File: config.mk
export PLATFORM = sky130hd
export DESIGN_NAME = mem_reg_bank
export DESIGN_NICKNAME = d
export VERILOG_FILES = /design/src/rtl/mem_reg_pkg.sv /design/src/rtl/mem_reg_addr_dec.sv /design/src/rtl/mem_reg_bank.sv
export SDC_FILE = /design/constraint.sdc
export NUM_CORES = 1
export LEC_CHECK = 0
export CAP_MARGIN = 20
export CORE_ASPECT_RATIO = 0.7
export CORE_MARGIN = 3
export CORE_UTILIZATION = 50
export CTS_BUF_LIST = sky130_fd_sc_hd__clkbuf_8
export CTS_CLUSTER_DIAMETER = 100
export DETAILED_ROUTE_END_ITERATION = 10
export GPL_ROUTABILITY_DRIVEN = 0
export PLACE_DENSITY = 0.66
export SLEW_MARGIN = 30
export SYNTH_ARGS = -nofsm -noshare
export SYNTH_HDL_FRONTEND = slang
export SYNTH_SLANG_ARGS = --single-unit
File: constraint.sdc
create_clock -name clk -period 6.1 [get_ports clk]
set_input_delay 1.525 -clock clk [delete_from_list [all_inputs] [get_ports clk]]
set_output_delay 1.525 -clock clk [all_outputs]
set_load 0.03 [all_outputs]
File: src/rtl/mem_reg_pkg.sv
// Shared types and default sizing for the register bank and its address decoders.
// Holds the clear/ready sweep state encoding used by mem_reg_bank.
package mem_reg_pkg;

  typedef enum logic {
    CLEAR = 1'b0,
    READY = 1'b1
  } state_t;

  localparam int DEF_DATA_W    = 16;
  localparam int DEF_ADDR_W    = 16;
  localparam int DEF_DEPTH     = 32;
  localparam int DEF_BASE_ADDR = 32;
  localparam int DEF_NRD       = 3;

endpackage

File: src/rtl/mem_reg_addr_dec.sv
// Address decoder: entry index = addr - BASE_ADDR (ADDR_W-bit wrap) plus range check.
// Purely combinational, no handshake.
module mem_reg_addr_dec #(
  parameter int ADDR_W    = 16,
  parameter int DEPTH     = 32,
  parameter int BASE_ADDR = 32,
  parameter int IDX_W     = 5
) (
  input  logic [ADDR_W-1:0] i_addr,
  output logic              o_in_range,
  output logic [IDX_W-1:0]  o_idx
);

  localparam logic [ADDR_W-1:0] BASE = ADDR_W'(BASE_ADDR);

  logic [ADDR_W-1:0] w_off;

  assign w_off      = i_addr - BASE;
  // Both terms needed: the subtraction wraps for addresses below the base.
  assign o_in_range = (i_addr >= BASE) && (33'(w_off) < 33'(DEPTH));
  assign o_idx      = w_off[IDX_W-1:0];

endmodule

File: src/rtl/mem_reg_bank.sv
// Multi-read-port register bank with range checking and a zero-fill sweep after reset/clear.
// Reads return 1 cycle after rd_en; no backpressure, accesses are dropped while busy.
module mem_reg_bank
  import mem_reg_pkg::*;
#(
  parameter int DATA_W    = DEF_DATA_W,
  parameter int ADDR_W    = DEF_ADDR_W,
  parameter int DEPTH     = DEF_DEPTH,
  parameter int BASE_ADDR = DEF_BASE_ADDR,
  parameter int NRD       = DEF_NRD
) (
  input  logic                  clk,
  input  logic                  reset,
  input  logic                  rd_en,
  input  logic [NRD*ADDR_W-1:0] rd_addr,
  output logic [NRD*DATA_W-1:0] rd_data,
  output logic                  rd_valid,
  output logic [NRD-1:0]        rd_err,
  input  logic                  wr_en,
  input  logic [ADDR_W-1:0]     wr_addr,
  input  logic [DATA_W-1:0]     wr_data,
  output logic                  wr_err,
  input  logic                  clr_req,
  output logic                  busy
);

  localparam int              IDX_W    = (DEPTH > 1) ? $clog2(DEPTH) : 1;
  localparam logic [IDX_W-1:0] LAST_IDX = IDX_W'(DEPTH - 1);

  state_t             r_state;
  state_t             w_state_nxt;
  logic [IDX_W-1:0]   r_sweep;
  logic               w_busy;
  logic               w_ready;
  logic [DATA_W-1:0]  r_mem [DEPTH];

  logic [NRD*DATA_W-1:0] r_rd_data;
  logic                  r_rd_valid;
  logic [NRD-1:0]        r_rd_err;
  logic                  r_wr_err;

  logic                  w_wr_ok;
  logic [IDX_W-1:0]      w_wr_idx;
  logic [NRD-1:0]        w_rd_ok;
  logic [IDX_W-1:0]      w_rd_idx [NRD];

  mem_reg_addr_dec #(
    .ADDR_W(ADDR_W), .DEPTH(DEPTH), .BASE_ADDR(BASE_ADDR), .IDX_W(IDX_W)
  ) u_wr_dec (
    .i_addr(wr_addr), .o_in_range(w_wr_ok), .o_idx(w_wr_idx)
  );

  for (genvar k = 0; k < NRD; k++) begin : g_rd_dec
    mem_reg_addr_dec #(
      .ADDR_W(ADDR_W), .DEPTH(DEPTH), .BASE_ADDR(BASE_ADDR), .IDX_W(IDX_W)
    ) u_rd_dec (
      .i_addr(rd_addr[k*ADDR_W +: ADDR_W]), .o_in_range(w_rd_ok[k]), .o_idx(w_rd_idx[k])
    );
  end

  always_ff @(posedge clk) begin
    if (reset) begin
      r_state <= CLEAR;
      r_sweep <= '0;
    end else begin
      r_state <= w_state_nxt;
      if (r_state == CLEAR && r_sweep != LAST_IDX)
        r_sweep <= r_sweep + 1'b1;
      else
        r_sweep <= '0;
    end
  end

  always_comb begin
    w_state_nxt = r_state;
    case (r_state)
      CLEAR:   if (r_sweep == LAST_IDX) w_state_nxt = READY;
      READY:   if (clr_req) w_state_nxt = CLEAR;
      default: w_state_nxt = CLEAR;
    endcase
  end

  always_comb begin
    w_busy  = (r_state == CLEAR);
    w_ready = (r_state == READY);
  end

  always_ff @(posedge clk) begin
    if (!reset) begin
      if (w_busy)
        r_mem[r_sweep] <= '0;
      else if (wr_en && w_wr_ok)
        r_mem[w_wr_idx] <= wr_data;
    end
  end

  always_ff @(posedge clk) begin
    if (reset) begin
      r_rd_data  <= '0;
      r_rd_valid <= 1'b0;
      r_rd_err   <= '0;
      r_wr_err   <= 1'b0;
    end else begin
      r_rd_valid <= w_ready && rd_en;
      r_wr_err   <= w_ready && wr_en && !w_wr_ok;
      if (w_ready && rd_en) begin
        for (int k = 0; k < NRD; k++) begin
          r_rd_err[k] <= !w_rd_ok[k];
          // Same-edge write to the same entry is forwarded so readers see the new value.
          if (!w_rd_ok[k])
            r_rd_data[k*DATA_W +: DATA_W] <= '0;
          else if (wr_en && w_wr_ok && (w_wr_idx == w_rd_idx[k]))
            r_rd_data[k*DATA_W +: DATA_W] <= wr_data;
          else
            r_rd_data[k*DATA_W +: DATA_W] <= r_mem[w_rd_idx[k]];
        end
      end
    end
  end

  assign rd_data  = r_rd_data;
  assign rd_valid = r_rd_valid;
  assign rd_err   = r_rd_err;
  assign wr_err   = r_wr_err;
  assign busy     = w_busy;

endmodule

Yosys cells after proc, flatten, opt, wreduce, memory -nomap -nowiden
Memories as Yosys holds them, arrays and structs flattened.
Cells that the tools add are included.

cells by class
  $add $sub $neg = 5
  order comparisons = 8
  equal/unequal tests = 5
  muxes and demuxes = 19
  bitwise operators = 2
  reductions and logical operators = 18

operators by type and width
  cell                     number
  $mux W16                 7
  $ge A16 B6 Y1 const B    4
  $lt A16 B6 Y1 const B    4
  $sub A16 B6 Y16 const B  4
  $reduce_or A16 Y1        1
  $eq A5 B5 Y1             3
  $logic_and A1 B1 Y1      12
  $mux W1                  10
  $add A5 B1 Y5 const B    1
  $eq A5 B5 Y1 const B     1
  $mux W5                  1
  $ne A5 B5 Y1 const B     1
  $logic_not A1 Y1         4
  $not A1 Y1               2
  $pmux W1 S2              1
  $reduce_or A2 Y1         1

word-level totals
  bits in registers = 59
  RAM bits = 512
  input port bits = 85
  output and inout bits = 54
  logic and storage cells = 64
  memories = 1

memories
  memory  depth  bits a word  rd ports  clocked after Yosys merged registers in  write ports  RTL line            RTL
  r_mem   32     16           3         0                                        1            mem_reg_bank.sv:35  logic [DATA_W-1:0] r_mem [DEPTH];

Depth between registers and ports, before layout
  depth after elaboration = 10
  gate-level depth with buffers = 9
  mapped depth without buffers = 8

By module
From an unflattened synthesis, not the netlist that was laid out.

second synthesis, totals
  cells, all modules = 2607
  area, all modules = 32010.7 um^2

modules (own cells, without submodules)
  module            instances  cells an instance  area each (um^2)  sequential area each (um^2)
  mem_reg_bank      1          2555               31620.3           16555.9
  mem_reg_addr_dec  4          13                 97.6              0.0

Worst setup path after synthesis
OpenSTA, ideal clock, no wires.

  path kind = input to register
  start = input wr_addr[6]
  end = memory r_mem[21][0] in the netlist's numbering, enable pin
  library setup time = 414 ps
  arrival = 4562 ps
  data required time = 5686 ps
  setup slack = 1124 ps
  cell stages on the path = 7
  buffers on the path = 1
  cell sequence = o41a_1 -> nor4b_2 -> nand2_2 -> nor3_4 -> mux2_2 -> buf_4 -> a211oi_1

on the way
  cells in the longest elaborated chain, start to end = 10
  elaborated cells between the ends (all ways) = 12
  classes of those cells = add/sub: 1; order compare: 2; mux: 6; reduce/logical: 3

ends and longest elaborated chain
  item                                                 RTL line                RTL
  start: declaration                                   mem_reg_bank.sv:20      input logic [ADDR_W-1:0] wr_addr,
  $sub A16 B6 Y16                                      mem_reg_addr_dec.sv:18  assign w_off = i_addr - BASE;
  $lt A16 B6 Y1                                        mem_reg_addr_dec.sv:20  assign o_in_range = (i_addr >= BASE) && (33'(w_off) < 33'(DEPTH));
  $logic_and A1 B1 Y1 (*)                              mem_reg_addr_dec.sv:20
  $logic_and A1 B1 Y1 (*)                              mem_reg_bank.sv:92      else if (wr_en && w_wr_ok)
  $mux W1 (*)                                          mem_reg_bank.sv:92
  $mux W1 (*)                                          mem_reg_bank.sv:90      if (w_busy)
  $mux W1 (*)                                          mem_reg_bank.sv:89      if (!reset) begin
  $mux W1 (not written as such) (*)                    mem_reg_bank.sv:93      r_mem[w_wr_idx] <= wr_data;
  $reduce_or A16 Y1 (no line)                          -
  $mux W5 (no line) / $mux W1 (equally long branches)  -
  end: declaration                                     mem_reg_bank.sv:35

Every way passes the cells marked *; elsewhere a longest branch is shown, timed or not.

Worst setup path in the final report
  start = input wr_addr[5]
  end = memory r_mem[20][7] in the netlist's numbering, enable pin

Same word-level chain as after synthesis.

==> results_dict.tcl <==
set metrics [dict create \
    status "complete, no violations" \
    post-route-period-util 0.789 \
    finalPower_w 0.00830 \
    die_h_um 212 \
    cts_buffer_depth 3 \
    first_pass_iters 6 \
    cp_slowest_cell "a211oi_4" \
    ant_nets 0 \
    hp-class "reg -> reg" \
    cts_setup_buffers 0 \
    yosysWarnings 0 \
    overflow 0 \
    grt_start_max_net_pins 65 \
    final_cell_area_um2 35100 \
    yosys-top-cells-count "edfxtp_1, mux4_2, clkbuf_1" \
    path_buf_inv 3 \
    antenna_found_initial 2 \
    ctsRootBufferMaster "clkbuf_8" \
    critPathKind "in -> reg" \
    cp_slowest_stage_delay_ns 0.65 \
    synth.most_common_cell "edfxtp_1" \
    fin_nets 1828 \
    hold_viol 0 \
    placedInstanceArea_um2 33300 \
    grt_pass1_vias 19100 \
    dp_hpwl_um 65600 \
    initial_utilization 0.513 \
    tns_ns 0 \
    rsz0062_at_grt "no" \
    drtIter0Drc 2775 \
    h-tree-depth 3 \
    grt_usage 0.319 \
    cts.clk_slew.worst_paths_ns 0.07 \
    p_per_area_nw_per_um2 236 \
    final.setup_skew_ns 0.0293 \
    rows 74 \
    cp-start-kind "input pin" \
    slew_headroom 0.379 \
    cts_hold_buf 0 \
    max_freq_mhz 208 \
    drcViolationCount 0 \
    vias 18900 \
    die_x_um 300 \
    cts_tree "yes" \
    synth_cell_types 48 \
    ir_drop_uv 165 \
    synth_edf_count 512 \
    crit_fanout 16 \
    core-area_um2 59200 \
    end_kind "flop" \
    cts_made_buffers 89 \
    die_area_um2 63700 \
    viasPerCell 7.23 \
    synth_top_area_share 0.507 \
    drive_above_1_share 0.430 \
    synthCells 1538 \
    detail_route.wl_per_cell_um 37.9 \
    setup_violations 0 \
    drv_slew 0 \
    port_buffers 138 \
    avgSynthCellArea_um2 19.7 \
    cts_resized 0 \
    tightest_slew_ns 0.929 \
    synth-seq-cells 571 \
    syn2layout_area_growth_pct 15.7 \
    crit_required_ns 6.50 \
    wl_um 99100 \
    drv_cap 0 \
    cp_top_family "simple AND/OR/NAND/NOR gates" \
    min_period_ns 4.81 \
    syn_nets 1630 \
    synth-main-ff-cell "edfxtp_1" \
    ios 139 \
    grt_pass1_wl_um 141000 \
    arrival_ns 5.21 \
    crit_chain "clkdlybuf4s50_1 -> inv_1 -> ha_1 -> xor2_1 -> nor4b_2 -> nand2_2 -> nor3_4 -> mux2_2 -> a211oi_4 -> buf_4" \
    clkLatencyLatePin_ns 0.69 \
    clock-sinks 571 \
    fin_hold_ws_ns 0.467 \
    ys_seq_area_frac 0.546 \
    async_flop_share 0 \
    synth_area_leaders "edfxtp_1, mux4_2, dfxtp_1" \
    r2r_slack_ns 2.42 \
    leakage_nw 9.67 \
    netlist_area_um2 30300 \
    yosysTopAreaCell "edfxtp_1" \
]
[power by group]
group,switching [W],internal [W]
combinational,0.000390,0.000305
clock,0.00158,0.00177
sequential,0.0000206,0.00423
[layout make-up]
cell class / instances / area (um2)
Inverter: 10 / 37.5
Fill cell: 4260 / 24100
Sequential cell: 571 / 16600
Timing Repair Buffer: 249 / 2310
Tap cell: 798 / 998
Clock buffer: 100 / 1380
Clock inverter: 67 / 465
Antenna cell: 1 / 2.50
Multi-Input combinational cell: 815 / 13400
[flip-flops by register name, indices dropped and copies added (netlist names)]
register  flops
r_mem       512
r_state       1
r_sweep       5
rd_data      48
rd_err        3
rd_valid      1
wr_err        1
[cells in the final DEF (no fill, tap or decap), types with 9 or more instances in the layout]
cell and count:
and2_1 20, buf_12 9, nor4_1 9, nand2b_1 16
clkdlybuf4s50_1 125, nor2_1 13, nand2_1 55, clkinv_1 12
mux4_2 480, o221ai_1 48, nor3_2 24, clkbuf_8 103
clkinv_2 19, buf_4 102, xor2_1 14, inv_1 33
mux2i_1 48, edfxtp_1 512, dfxtp_1 59
[per-layer routing]
| layer | part of all wire | vias up | GRT usage | wire [um] |
|---|---|---|---|---|
| met5 | 0.0017 | - | 0.0193 | 172 |
| met1 | 0.38 | 9991 | 0.463 | 37900 |
| li1 | - | 7248 | - | - |
| met2 | 0.44 | 1481 | 0.459 | 43600 |
| met3 | 0.15 | 158 | 0.125 | 15200 |
| met4 | 0.022 | 2 | 0.0747 | 2150 |
[metrics by stage]
step                      cells  setup slack (ns)   util
final                      2611              1.29  0.593
after global placement     2443             0.727  0.562
after floorplan            1538              1.12      -
after detailed placement   2443             0.626  0.562
after global routing       2610              1.09  0.593
after CTS                  2610              1.36  0.593
[cell families (layout without fill, tap and decap cells)]
kind of cell,Yosys count,in the layout,synth area share
AO/OA/AOI/OAI,76,76,0.0208
XOR/XNOR,21,21,0.00606
adder cells (fa/ha/maj),7,7,0.00289
buffers and inverters,152,426,0.0206
flip-flops,571,571,0.546
multiplexers,530,530,0.373
other,0,1,0
AND/OR/NAND/NOR,181,181,0.0314
[worst paths after layout]
kind | startpoint | endpoint | depth (start not counted)
max reg2reg | r_state | r_mem[20][7] | 7
min reg2reg | rd_data[30] | rd_data[30] | 2
max | wr_addr[5] | r_mem[20][7] | 10
min | rd_data[30] | rd_data[30] | 2
[worst min-delay path, stage by stage (launching register included)]
cell and delay (ns):
dfxtp_1 0.33, nand2_1 0.05, o221ai_1 0.06
(Power assumes the default switching activity.)
